**src/rtl/mem_bus_arbiter.sv**
```systemverilog
// Memory bus arbiter: shares one SRAM-like burst bus among the I-cache refill,
// D-cache refill/writeback and uncached requesters. Fixed priority uc > dc > ic,
// with a bounded wait counter that lifts ic to top priority after repeated losses.
module mem_bus_arbiter #(
    parameter int unsigned ADDR_W     = 32,
    parameter int unsigned DATA_W     = 32,
    parameter int unsigned STARVE_MAX = 8
) (
    input  logic              clk,
    input  logic              reset,

    input  logic              ic_req,
    input  logic              ic_wr,
    input  logic [3:0]        ic_len,
    input  logic [ADDR_W-1:0] ic_addr,
    input  logic [DATA_W-1:0] ic_wdata,
    output logic              ic_addr_ok,
    output logic              ic_data_ok,
    output logic [DATA_W-1:0] ic_rdata,

    input  logic              dc_req,
    input  logic              dc_wr,
    input  logic [3:0]        dc_len,
    input  logic [ADDR_W-1:0] dc_addr,
    input  logic [DATA_W-1:0] dc_wdata,
    output logic              dc_addr_ok,
    output logic              dc_data_ok,
    output logic [DATA_W-1:0] dc_rdata,

    input  logic              uc_req,
    input  logic              uc_wr,
    input  logic [3:0]        uc_len,
    input  logic [ADDR_W-1:0] uc_addr,
    input  logic [DATA_W-1:0] uc_wdata,
    output logic              uc_addr_ok,
    output logic              uc_data_ok,
    output logic [DATA_W-1:0] uc_rdata,

    output logic              bus_req,
    output logic              bus_wr,
    output logic [3:0]        bus_len,
    output logic [ADDR_W-1:0] bus_addr,
    output logic [DATA_W-1:0] bus_wdata,
    input  logic              bus_addr_ok,
    input  logic              bus_data_ok,
    input  logic [DATA_W-1:0] bus_rdata,

    output logic [1:0]        grant,
    output logic              busy
);

    typedef enum logic [1:0] {
        IDLE = 2'd0,
        ADDR = 2'd1,
        DATA = 2'd2
    } state_e;

    localparam logic [1:0] G_NONE     = 2'd0;
    localparam logic [1:0] G_IC       = 2'd1;
    localparam logic [1:0] G_DC       = 2'd2;
    localparam logic [1:0] G_UC       = 2'd3;
    localparam logic [3:0] WAIT_LIMIT = 4'(STARVE_MAX);
    localparam logic [3:0] WAIT_SAT   = 4'hF;

    state_e            state_q, state_d;
    logic [1:0]        grant_q, grant_d;
    logic [3:0]        beat_q, beat_d;
    logic [3:0]        ic_wait_q, ic_wait_d;

    logic [1:0]        winner;
    logic              sel_wr;
    logic [3:0]        sel_len;
    logic [ADDR_W-1:0] sel_addr;
    logic [DATA_W-1:0] sel_wdata;
    logic              addr_hit;
    logic              beat_hit;

    // Arbitration winner: starved ic first, then uc > dc > ic
    always_comb begin
        winner = G_NONE;
        if (ic_req && (ic_wait_q >= WAIT_LIMIT)) begin
            winner = G_IC;
        end else if (uc_req) begin
            winner = G_UC;
        end else if (dc_req) begin
            winner = G_DC;
        end else if (ic_req) begin
            winner = G_IC;
        end
    end

    // Burst fields of the currently granted requester (zero when nobody holds the bus)
    always_comb begin
        sel_wr    = 1'b0;
        sel_len   = '0;
        sel_addr  = '0;
        sel_wdata = '0;
        case (grant_q)
            G_IC: begin
                sel_wr    = ic_wr;
                sel_len   = ic_len;
                sel_addr  = ic_addr;
                sel_wdata = ic_wdata;
            end
            G_DC: begin
                sel_wr    = dc_wr;
                sel_len   = dc_len;
                sel_addr  = dc_addr;
                sel_wdata = dc_wdata;
            end
            G_UC: begin
                sel_wr    = uc_wr;
                sel_len   = uc_len;
                sel_addr  = uc_addr;
                sel_wdata = uc_wdata;
            end
            default: begin
                sel_wr    = 1'b0;
                sel_len   = '0;
                sel_addr  = '0;
                sel_wdata = '0;
            end
        endcase
    end

    // Next-state logic: grant, beat counter and ic starvation counter
    always_comb begin
        state_d   = state_q;
        grant_d   = grant_q;
        beat_d    = beat_q;
        ic_wait_d = ic_wait_q;
        case (state_q)
            IDLE: begin
                if (winner != G_NONE) begin
                    grant_d = winner;
                    state_d = ADDR;
                    if (winner == G_IC) begin
                        ic_wait_d = '0;
                    end else if (ic_req && (ic_wait_q != WAIT_SAT)) begin
                        ic_wait_d = ic_wait_q + 4'd1;
                    end
                end
            end
            ADDR: begin
                if (bus_addr_ok) begin
                    beat_d  = sel_len;
                    state_d = DATA;
                end
            end
            DATA: begin
                if (bus_data_ok) begin
                    if (beat_q == 4'd0) begin
                        state_d = IDLE;
                        grant_d = G_NONE;
                    end else begin
                        beat_d = beat_q - 4'd1;
                    end
                end
            end
            default: begin
                state_d = IDLE;
                grant_d = G_NONE;
            end
        endcase
    end

    // State register; reset abandons any burst in flight
    always_ff @(posedge clk or posedge reset) begin
        if (reset) begin
            state_q   <= IDLE;
            grant_q   <= G_NONE;
            beat_q    <= '0;
            ic_wait_q <= '0;
        end else begin
            state_q   <= state_d;
            grant_q   <= grant_d;
            beat_q    <= beat_d;
            ic_wait_q <= ic_wait_d;
        end
    end

    // Bus handshakes are only honoured in their own phase
    assign addr_hit = (state_q == ADDR) && bus_addr_ok;
    assign beat_hit = (state_q == DATA) && bus_data_ok;

    assign ic_addr_ok = addr_hit && (grant_q == G_IC);
    assign dc_addr_ok = addr_hit && (grant_q == G_DC);
    assign uc_addr_ok = addr_hit && (grant_q == G_UC);

    assign ic_data_ok = beat_hit && (grant_q == G_IC);
    assign dc_data_ok = beat_hit && (grant_q == G_DC);
    assign uc_data_ok = beat_hit && (grant_q == G_UC);

    assign ic_rdata = ic_data_ok ? bus_rdata : '0;
    assign dc_rdata = dc_data_ok ? bus_rdata : '0;
    assign uc_rdata = uc_data_ok ? bus_rdata : '0;

    assign bus_req   = (state_q == ADDR);
    assign bus_wr    = sel_wr;
    assign bus_len   = sel_len;
    assign bus_addr  = sel_addr;
    assign bus_wdata = ((state_q == DATA) && sel_wr) ? sel_wdata : '0;

    assign grant = grant_q;
    assign busy  = (state_q != IDLE);

endmodule

```
**config.mk**
```make
export PLATFORM = sky130hd
export DESIGN_NAME = mem_bus_arbiter
export DESIGN_NICKNAME = d
export VERILOG_FILES = /design/src/rtl/mem_bus_arbiter.sv
export SDC_FILE = /design/constraint.sdc
export NUM_CORES = 1
export LEC_CHECK = 0
export BUFFER_PORTS_ARGS = -buffer_cell sky130_fd_sc_hd__buf_4
export CAP_MARGIN = 20
export CORE_AREA = 2 2 166 168
export CTS_CLUSTER_SIZE = 14
export DETAILED_ROUTE_END_ITERATION = 10
export DIE_AREA = 0 0 168 170
export GPL_TIMING_DRIVEN = 1
export PLACE_DENSITY = 0.34
export SLEW_MARGIN = 5
export SYNTH_ARGS = -nofsm -noshare
export SYNTH_HDL_FRONTEND = slang
export SYNTH_SLANG_ARGS = --single-unit
```
**constraint.sdc**
```tcl
create_clock -name clk -period 2.75 [get_ports clk]
set_input_delay 0.55 -clock clk [delete_from_list [all_inputs] [get_ports clk]]
set_output_delay 0.55 -clock clk [all_outputs]
set_load 0.01 [all_outputs]
```
==> impl_metrics.toml, run 1 <==
[synth]
syn-cell-area_um2 = 3040
ys_seq_area_share_pct = 9.89
synth_fp_nets = 638
yosys.area_share.simple_pct = 32.0
synth_compound_gate_area_share_pct = 23.0
synth_top_family_by_area = "simple AND/OR/NAND/NOR gates"
synth_edf_count = 0
avgSynthCellArea_um2 = 7.80
synthFlopType = "dfrtp_1"
ys_warn_count = 0
netlist_instances = 389
synthAdderAreaFrac_pct = 1.24
yosys.area_share.xor_xnor_pct = 0
synthDistinctLibCells = 44
synth.area.mux_share_pct = 26.1
synthArstFlopShare_pct = 100
ys_ff_latch = 12

[cts]
clock-root-buffer = "clkbuf_16"
clock_tree.buffer_depth = 2
clock_latency_ps = 240
clk_pin_slew_worst_paths_ps = 50
cts_resized = 0
htreeDepth = 1
cts_setup_buffers = 0
ctsHoldBuffers = 0
cts_buffers = 3
cts.sinks = 12
cts_tree = "done"

[route]
drt_iter0_markers = 169
post-route-drc-count = 0
antenna_left = 0
vias_per_cell = 3.90
wl_per_cell_um = 17.4
vias = 4406
routed_wl_um = 19700
first_pass_iters = 4

[placement]
port_buffers = 420
gp_congestion = 0.775
place_area_um2 = 6600
dp_hpwl_um = 16600

[timing]
setup_tns_ps = 0
worst_slew_pin_slew_ps = 509
min_period_ps = 2510
rsz0062_at_grt = "no"
slew_headroom_pct = 66.0
finalSetupViolations = 0
slew_viol_final = 0
fmax_mhz = 399
finalHoldViolations = 0
fin_crit_sh_pct = 91.1
fin_skew_ps = 0.875

[worst_setup_path]
path_buf_inv = 2
path_class = "reg2out"
crit_required_ps = 2200
critPathTopFamily = "simple AND/OR/NAND/NOR gates"
endpoint_kind = "primary output"
crit_fanout = 32
critPathLaunchType = "flop"
r2r_start = "grant[1]"
cp_slowest_cell = "dfrtp_4"
crit_start = "grant[0]"
max_stage_delay_ps = 560
crit_path_cell_trace = "nor2b_4 -> a22o_1 -> nand2_2 -> buf_12 -> nor2_1 -> buf_4"
crit_arrival_ps = 1960

[power]
ir_worst_vdd_mv = 0.282
p_per_area_nw_per_um2 = 598
p_leak_uw = 0.00341

[final_layout]
layout_common_cells = "buf_4, and2_1, mux2_2, nor2_1, a22o_1"
area_growth_pct = 120
fin_area_um2 = 6680
final_nets = 1040
drive_gt1_share_pct = 63.5
n_antenna_cell = 0
layout_commonest_cell = "buf_4"
n_fill_cell = 2980

[grt]
antenna_found_initial = 0
grt-ovfl-total = 0
grt_use_total_pct = 12.5
grt_pass1_vias = 4491
grt_pass1_wl_um = 27600
grt_max_degree = 37

[run]
maxCapViolations = 0

[floorplanning]
die_x_um = 168
die_h_um = 170
core_um2 = 26700
die-area_um2 = 28600
initial_core_util_pct = 11.4
rows = 60
pin_count = 421

[outcome]
status = "complete, no violations"

[worst_hold_path]
hp-class = "in2async"
## routing by layer
| layer | global-route usage (%) | vias to the layer above | part of all wire [%] |
|---|---|---|---|
| li1 | - | 2183 | - |
| met1 | 14.0 | 2011 | 38 |
| met2 | 24.8 | 196 | 54 |
| met3 | 2.16 | 16 | 6.4 |
| met4 | 2.46 | 0 | 1.7 |
| met5 | 0 | - | 0 |
## worst register-to-register path: stages, from the launching register on
cell,delay (ps)
dfrtp_2,530
buf_4,300
buf_4,330
nand2_1,160
a32o_1,220
a22oi_1,170
## cell families after synthesis
kind of cell	after synthesis
and+or+nand+nor	170
DFF	12
muxes	70
buffers and inverters	44
AOI/OAI and AO/OA	90
adders and majority gates	3
## cell usage after synthesis, types with 2 or more instances
master | n | area, um2
a21oi_1 | 4 | 20.0
clkbuf_1 | 10 | 37.5
dfrtp_1 | 12 | 300
nand2_2 | 2 | 12.5
nor3_1 | 3 | 15.0
nor2_1 | 38 | 143
buf_6 | 3 | 33.8
mux2_1 | 18 | 203
nand2b_1 | 4 | 25.0
buf_4 | 3 | 22.5
nor2b_1 | 4 | 25.0
nand2_1 | 10 | 37.5
nor2_2 | 2 | 12.5
a22o_1 | 37 | 324
buf_2 | 19 | 95.1
mux2_2 | 50 | 563
ha_1 | 3 | 37.5
clkbuf_2 | 2 | 10.0
o21ai_1 | 3 | 15.0
and2_1 | 97 | 607
inv_1 | 6 | 22.5
o21ai_0 | 4 | 20.0
a22oi_1 | 34 | 255
## registers in the layout (all words and copies together), names as in the netlist
signal / flops
grant: 2
ic_wait_q: 4
state_q: 2
beat_q: 4
## stage by stage
step	total power (uW)	worst slack (ps)	hold slack, ps	util, %	cells
final	4000	245	344	25.1	1131
after global routing	4320	105	396	25.1	1131
after CTS	4090	213	374	25.1	1131
after detailed placement	3800	474	471	24.8	1127
after global placement	3860	539	486	24.8	1127
after floorplan	2310	805	415	-	389
## power breakdown
part | switching (uW) | internal (uW) | total [uW]
logic | 1570 | 1730 | 3300
clock network | 79.2 | 195 | 275
registers | 162 | 262 | 424
## layout make-up
type                       instances  area, um2  share of cell area (%)
timing repair buffer             435       3340                    50.0
multi-input combinational        333       2510                    37.5
tap                              341        427                    6.39
sequential                        12        305                    4.57
clock buffer                       4       78.8                    1.18
inverter                           6       22.5                   0.337
## worst paths after layout
check / end / slack, ps / cells after the start
worst max register to register: beat_q[2] / 950 / 5
worst max-delay path: bus_wdata[27] / 240 / 6
worst min-delay path: ic_wait_q[0] / 340 / 2
worst min register to register: ic_wait_q[2] / 480 / 1
min in group clk: ic_wait_q[2] / 480 / 1
max in group asynchronous: grant[0] / 2020 / 2
Power figures use the tool's default switching activity.
==> run 2, diff against run 1 <==
--- a/config.mk
+++ b/config.mk
@@ -7,12 +7,14 @@
 export LEC_CHECK = 0
 export BUFFER_PORTS_ARGS = -buffer_cell sky130_fd_sc_hd__buf_4
 export CAP_MARGIN = 20
-export CORE_AREA = 2 2 166 168
+export CELL_PAD_IN_SITES_DETAIL_PLACEMENT = 1
+export CELL_PAD_IN_SITES_GLOBAL_PLACEMENT = 1
+export CORE_AREA = 2 2 164 166
 export CTS_CLUSTER_SIZE = 14
 export DETAILED_ROUTE_END_ITERATION = 10
-export DIE_AREA = 0 0 168 170
+export DIE_AREA = 0 0 166 168
 export GPL_TIMING_DRIVEN = 1
-export PLACE_DENSITY = 0.34
+export PLACE_DENSITY = 0.52
 export SLEW_MARGIN = 5
 export SYNTH_ARGS = -nofsm -noshare
 export SYNTH_HDL_FRONTEND = slang
==> run 2 against run 1 <==
  * Via count about the same
  * Wire length decreased by 5.7%
  * First-iteration DRC count decreased by 13%
  * Sequential cell count unchanged
  * Design area decreased by 0.97%
  * Clock skew increased by 2.2 ps
  * Sequential power decreased by 12%
  * Clock power decreased by 3%
  * Fmax decreased by 4.4%
  * Core utilization about the same
  * Sequential share of layout area increased by 0.083 points
  * Largest cell class unchanged
==> impl_metrics.toml, run 2 (synthesis gave the netlist of run 1 again) <==
[worst_setup_path]
endpoint_kind = "primary output"
crit_fanout = 32
crit_path_cell_trace = "buf_4 -> mux2_2 -> a22oi_1 -> nor2_1 -> buf_4"
crit_required_ps = 2200
cp_slowest_cell = "dfrtp_4"
critPathLaunchType = "flop"
max_stage_delay_ps = 470
crit_arrival_ps = 2070
crit_top_cell = "buf_4"
path_class = "reg2out"

[grt]
grt-ovfl-total = 0
antenna_found_initial = 0
grt_max_degree = 77
grt_use_total_pct = 12.2
grt_pass1_vias = 4520
grt_pass1_wl_um = 27400

[final_layout]
drive_gt1_share_pct = 63.4
n_antenna_cell = 0
reg_top3 = "beat_q x4, ic_wait_q x4"
area_growth_pct = 118
layout_commonest_cell = "buf_4"
final_nets = 1036
layout_common_cells = "buf_4, and2_1, mux2_2, nor2_1, a22o_1"

[timing]
slew_headroom_pct = 67.1
worst_slew_pin_slew_ps = 493
min_period_ps = 2620
timing.final.ws_setup_ps = 130
setup_tns_ps = 0
finalHoldViolations = 0
rsz0062_at_grt = "no"
fmax_mhz = 382
fin_skew_ps = 3.12
fin_crit_sh_pct = 95.3
finalSetupViolations = 0
slew_viol_final = 0

[cts]
clk_pin_slew_worst_paths_ps = 40
htreeDepth = 1
cts_resized = 0
cts.sinks = 12
ctsHoldBuffers = 0
clock-root-buffer = "clkbuf_16"
clock_latency_ps = 240
cts_buffers = 3
cts_tree = "done"
cts_setup_buffers = 0
clock_tree.buffer_depth = 2

[power]
clockPowerShare_pct = 6.8
p_leak_uw = 0.00338
fin_total_pwr_uw = 3930
pwr-share-seq_pct = 9.5
p_int_uw = 2140
ir_worst_vdd_mv = 0.383
p_per_area_nw_per_um2 = 594
p_comb_share_pct = 83.7
power_switching_uw = 1790
switching_share_pct = 45.6

[route]
vias_per_cell = 3.91
vias = 4402
routed_wl_um = 18600
first_pass_iters = 4
wl_per_cell_um = 16.5
post-route-drc-count = 0
drt_iter0_markers = 147
antenna_left = 0

[floorplanning]
die_h_um = 168
core_um2 = 26400
pin_count = 421
rows = 60
die_x_um = 166
initial_core_util_pct = 11.5
die-area_um2 = 27900

[outcome]
status = "complete, no violations"

[placement]
gp_congestion = 0.731
pre_cts_ws_ps = 395
port_buffers = 420
dp_hpwl_um = 15300

[worst_hold_path]
hp-class = "in2async"

[run]
maxCapViolations = 0
[run 2: worst max-delay path, delay by kind of cell, from the launching register on]
kind | cells | cell delay (ps)
buf+inv | 2 | 570
flops | 1 | 470
mux | 1 | 390
compound gates | 1 | 300
simple gates | 1 | 70
[run 2: area by class of cell]
cell class | instances | area, um2
clock buffers | 4 | 78.8
inverters | 6 | 22.5
flip-flops and latches | 12 | 308
well taps | 341 | 427
repair buffers | 431 | 3270
multi-input cells | 333 | 2510
fillers | 3226 | 19700
[run 2: power groups by stage]
stage                     registers, uW  clock network (uW)  logic (uW)
after floorplan                     324                   0        1990
final                               374                 268        3290
after global placement              377                   0        3360
after CTS                           376                 277        3370
after detailed placement            379                   0        3360
after global routing                393                 281        3580
[run 2: per-stage QoR]
step / std cells / instance area, um2 / hold slack, ps / util [%]
floorplan: 389 / 3040 / 415 / -
global placement: 1123 / 6540 / 474 / 24.8
detailed placement: 1123 / 6540 / 469 / 24.8
CTS: 1127 / 6620 / 360 / 25.1
global route: 1127 / 6620 / 392 / 25.1
finish: 1127 / 6620 / 339 / 25.1
[run 2: routing by layer]
metal  vias to the layer above  wire, um  GRT usage [%]
met3                         6      1020           1.57
met5                         -         0              0
li1                       2177         -              -
met2                       179      9730           22.6
met4                         0       119           1.59
met1                      2040      7680           15.5
[run 2: worst paths after layout]
| path | end | cells past startpoint | slack (ps) | start |
|---|---|---|---|---|
| worst min-delay path | beat_q[1] | 2 | 340 | reset |
| worst max register to register | beat_q[0] | 5 | 940 | grant[0] |
| min in group clk | ic_wait_q[2] | 1 | 480 | ic_wait_q[2] |
| worst max-delay path | bus_wdata[0] | 5 | 130 | grant[0] |
| max in group asynchronous | grant[0] | 2 | 2040 | reset |
| worst min register to register | ic_wait_q[2] | 1 | 480 | ic_wait_q[2] |
==> run 3, diff against run 2 <==
--- a/config.mk
+++ b/config.mk
@@ -9,12 +9,12 @@
 export CAP_MARGIN = 20
 export CELL_PAD_IN_SITES_DETAIL_PLACEMENT = 1
 export CELL_PAD_IN_SITES_GLOBAL_PLACEMENT = 1
-export CORE_AREA = 2 2 164 166
+export CORE_AREA = 3 3 161 163
 export CTS_CLUSTER_SIZE = 14
 export DETAILED_ROUTE_END_ITERATION = 10
-export DIE_AREA = 0 0 166 168
+export DIE_AREA = 0 0 164 166
 export GPL_TIMING_DRIVEN = 1
-export PLACE_DENSITY = 0.52
+export PLACE_DENSITY_LB_ADDON = 0.15
 export SLEW_MARGIN = 5
 export SYNTH_ARGS = -nofsm -noshare
 export SYNTH_HDL_FRONTEND = slang
==> run 3 against run 2 <==
  * Design area is essentially flat
  * First-iteration DRC count is 0.68% lower
  * Critical path depth up 1
  * Clock power is 13% higher
  * Via count is 3.2% higher
  * Die area decreased by 2.4%
  * Critical endpoint is now uc_rdata[16]
  * Highest routed layer unchanged
==> impl_metrics.toml, run 3 (synthesis gave the netlist of run 1 again) <==
[floorplanning]
die_h_um = 166
initial_core_util_pct = 12.4
rows = 57
core_um2 = 24500
die_x_um = 164
pin_count = 421
die-area_um2 = 27200

[cts]
cts_resized = 0
cts.sinks = 12
clock-root-buffer = "clkbuf_16"
clk_pin_slew_worst_paths_ps = 50
cts_tree = "done"
htreeDepth = 1
cts_buffers = 3
clock_tree.buffer_depth = 2
clock_latency_ps = 240

[final_layout]
layout_commonest_cell = "buf_4"
area_growth_pct = 118
reg_top3 = "beat_q x4, ic_wait_q x4"
fin_area_um2 = 6610
n_antenna_cell = 0
n_fill_cell = 2954
layout_common_cells = "buf_4, and2_1, mux2_2, nor2_1, a22o_1"
final_nets = 1037
drive_gt1_share_pct = 63.5

[power]
switching_share_pct = 45.9
p_comb_share_pct = 82.1
clockPowerShare_pct = 7.5
pwr-share-seq_pct = 10.4
p_leak_uw = 0.00339
p_int_uw = 2170
p_per_area_nw_per_um2 = 607
power_switching_uw = 1840
fin_total_pwr_uw = 4010
ir_worst_vdd_mv = 0.418

[outcome]
status = "complete, no violations"

[route]
post-route-drc-count = 0
highest_layer = "met4"
drt_iter0_markers = 146
wl_met2_um = 12300
met1_length_um = 7570
wl_per_cell_um = 19.7
routed_wl_um = 21900
wl_met3_um = 1700
vias = 4542
first_pass_iters = 4
vias_per_cell = 4.09
antenna_left = 0

[run]
maxCapViolations = 0

[worst_setup_path]
path_class = "reg2out"
critPathLaunchType = "flop"
rrSetupSlack_ps = 950
r2r_start = "grant[0]"
endpoint_kind = "primary output"
crit_start = "grant[0]"
crit_arrival_ps = 1960
crit_fanout = 33
crit_required_ps = 2200

[timing]
setup_tns_ps = 0
fmax_mhz = 399
fin_skew_ps = 1.91
finalHoldViolations = 0
worst_slew_pin_slew_ps = 528
rsz0062_at_grt = "no"
whs_ps = 351
finalSetupViolations = 0
slew_headroom_pct = 64.7
slew_viol_final = 0
min_period_ps = 2510
fin_crit_sh_pct = 91.2

[placement]
gp_congestion = 0.868
port_buffers = 420
dp_hpwl_um = 18300
place_area_um2 = 6510

[grt]
grt_use_total_pct = 14.6
grt_pass1_vias = 4824
grt-ovfl-total = 0
grt_pass1_wl_um = 30800
antenna_found_initial = 0
grt_max_degree = 37

[worst_hold_path]
hp-class = "in2async"
[run 3: changes by cell type in the layout (fill, tap and decap cells not counted)]
cell	previous run	this run
buf_6	0	1
clkbuf_1	1	0
clkbuf_8	0	1
dfrtp_2	0	1
dfrtp_4	2	1
[run 3: per-stage QoR]
stage                     cells  setup WS, ps  util [%]
after floorplan             389           805         -
after global placement     1106           386      26.6
after detailed placement   1106           323      26.6
after CTS                  1110          66.6      27.0
after global routing       1111          84.1      27.0
final                      1111           242      27.0
[run 3: path summary, 6_finish.rpt]
check | end | depth (start not counted)
worst max-delay path | uc_rdata[16] | 6
worst min-delay path | ic_wait_q[2] | 2
worst max register to register | beat_q[0] | 5
worst min register to register | ic_wait_q[2] | 1
max in group asynchronous | grant[0] | 2
min in group clk | ic_wait_q[2] | 1
[run 3: layer usage]
| metal | track usage (%) | up-vias |
|---|---|---|
| li1 | - | 2179 |
| met1 | 15.0 | 2142 |
| met2 | 30.0 | 204 |
| met3 | 3.52 | 17 |
| met4 | 1.84 | 0 |
| met5 | 0 | - |
[run 3: cell type report]
| class | instances | area [um2] | share of cell area (%) |
|---|---|---|---|
| Sequential cell | 12 | 305 | 4.62 |
| Timing Repair Buffer | 432 | 3280 | 49.7 |
| Inverter | 6 | 22.5 | 0.341 |
| Multi-Input combinational cell | 333 | 2510 | 37.9 |
| Tap cell | 324 | 405 | 6.13 |
| Clock buffer | 4 | 88.8 | 1.34 |
[run 3: power groups by stage]
| stage | sequential, uW | combinational (uW) | clock, uW |
|---|---|---|---|
| 3_3_place_gp | 436 | 3290 | 0 |
| 2_1_floorplan | 324 | 1990 | 0 |
| 4_1_cts | 447 | 3330 | 311 |
| 5_1_grt | 436 | 3600 | 317 |
| 3_5_place_dp | 450 | 3320 | 0 |
| 6_report | 415 | 3290 | 302 |
[run 3: repair_timing]
item / 4_1_cts / 5_1_grt
buffers inserted: 0 / 1
hold buffers: 0 / 0
setup endpoints to repair: 0 / 1
[run 3: worst max-delay path: stages (launching register included)]
cell and delay, ps:
dfrtp_4 560, buf_12 250, nand2_1 110, nor2_2 90, buf_4 290, and2_1 240, buf_4 140
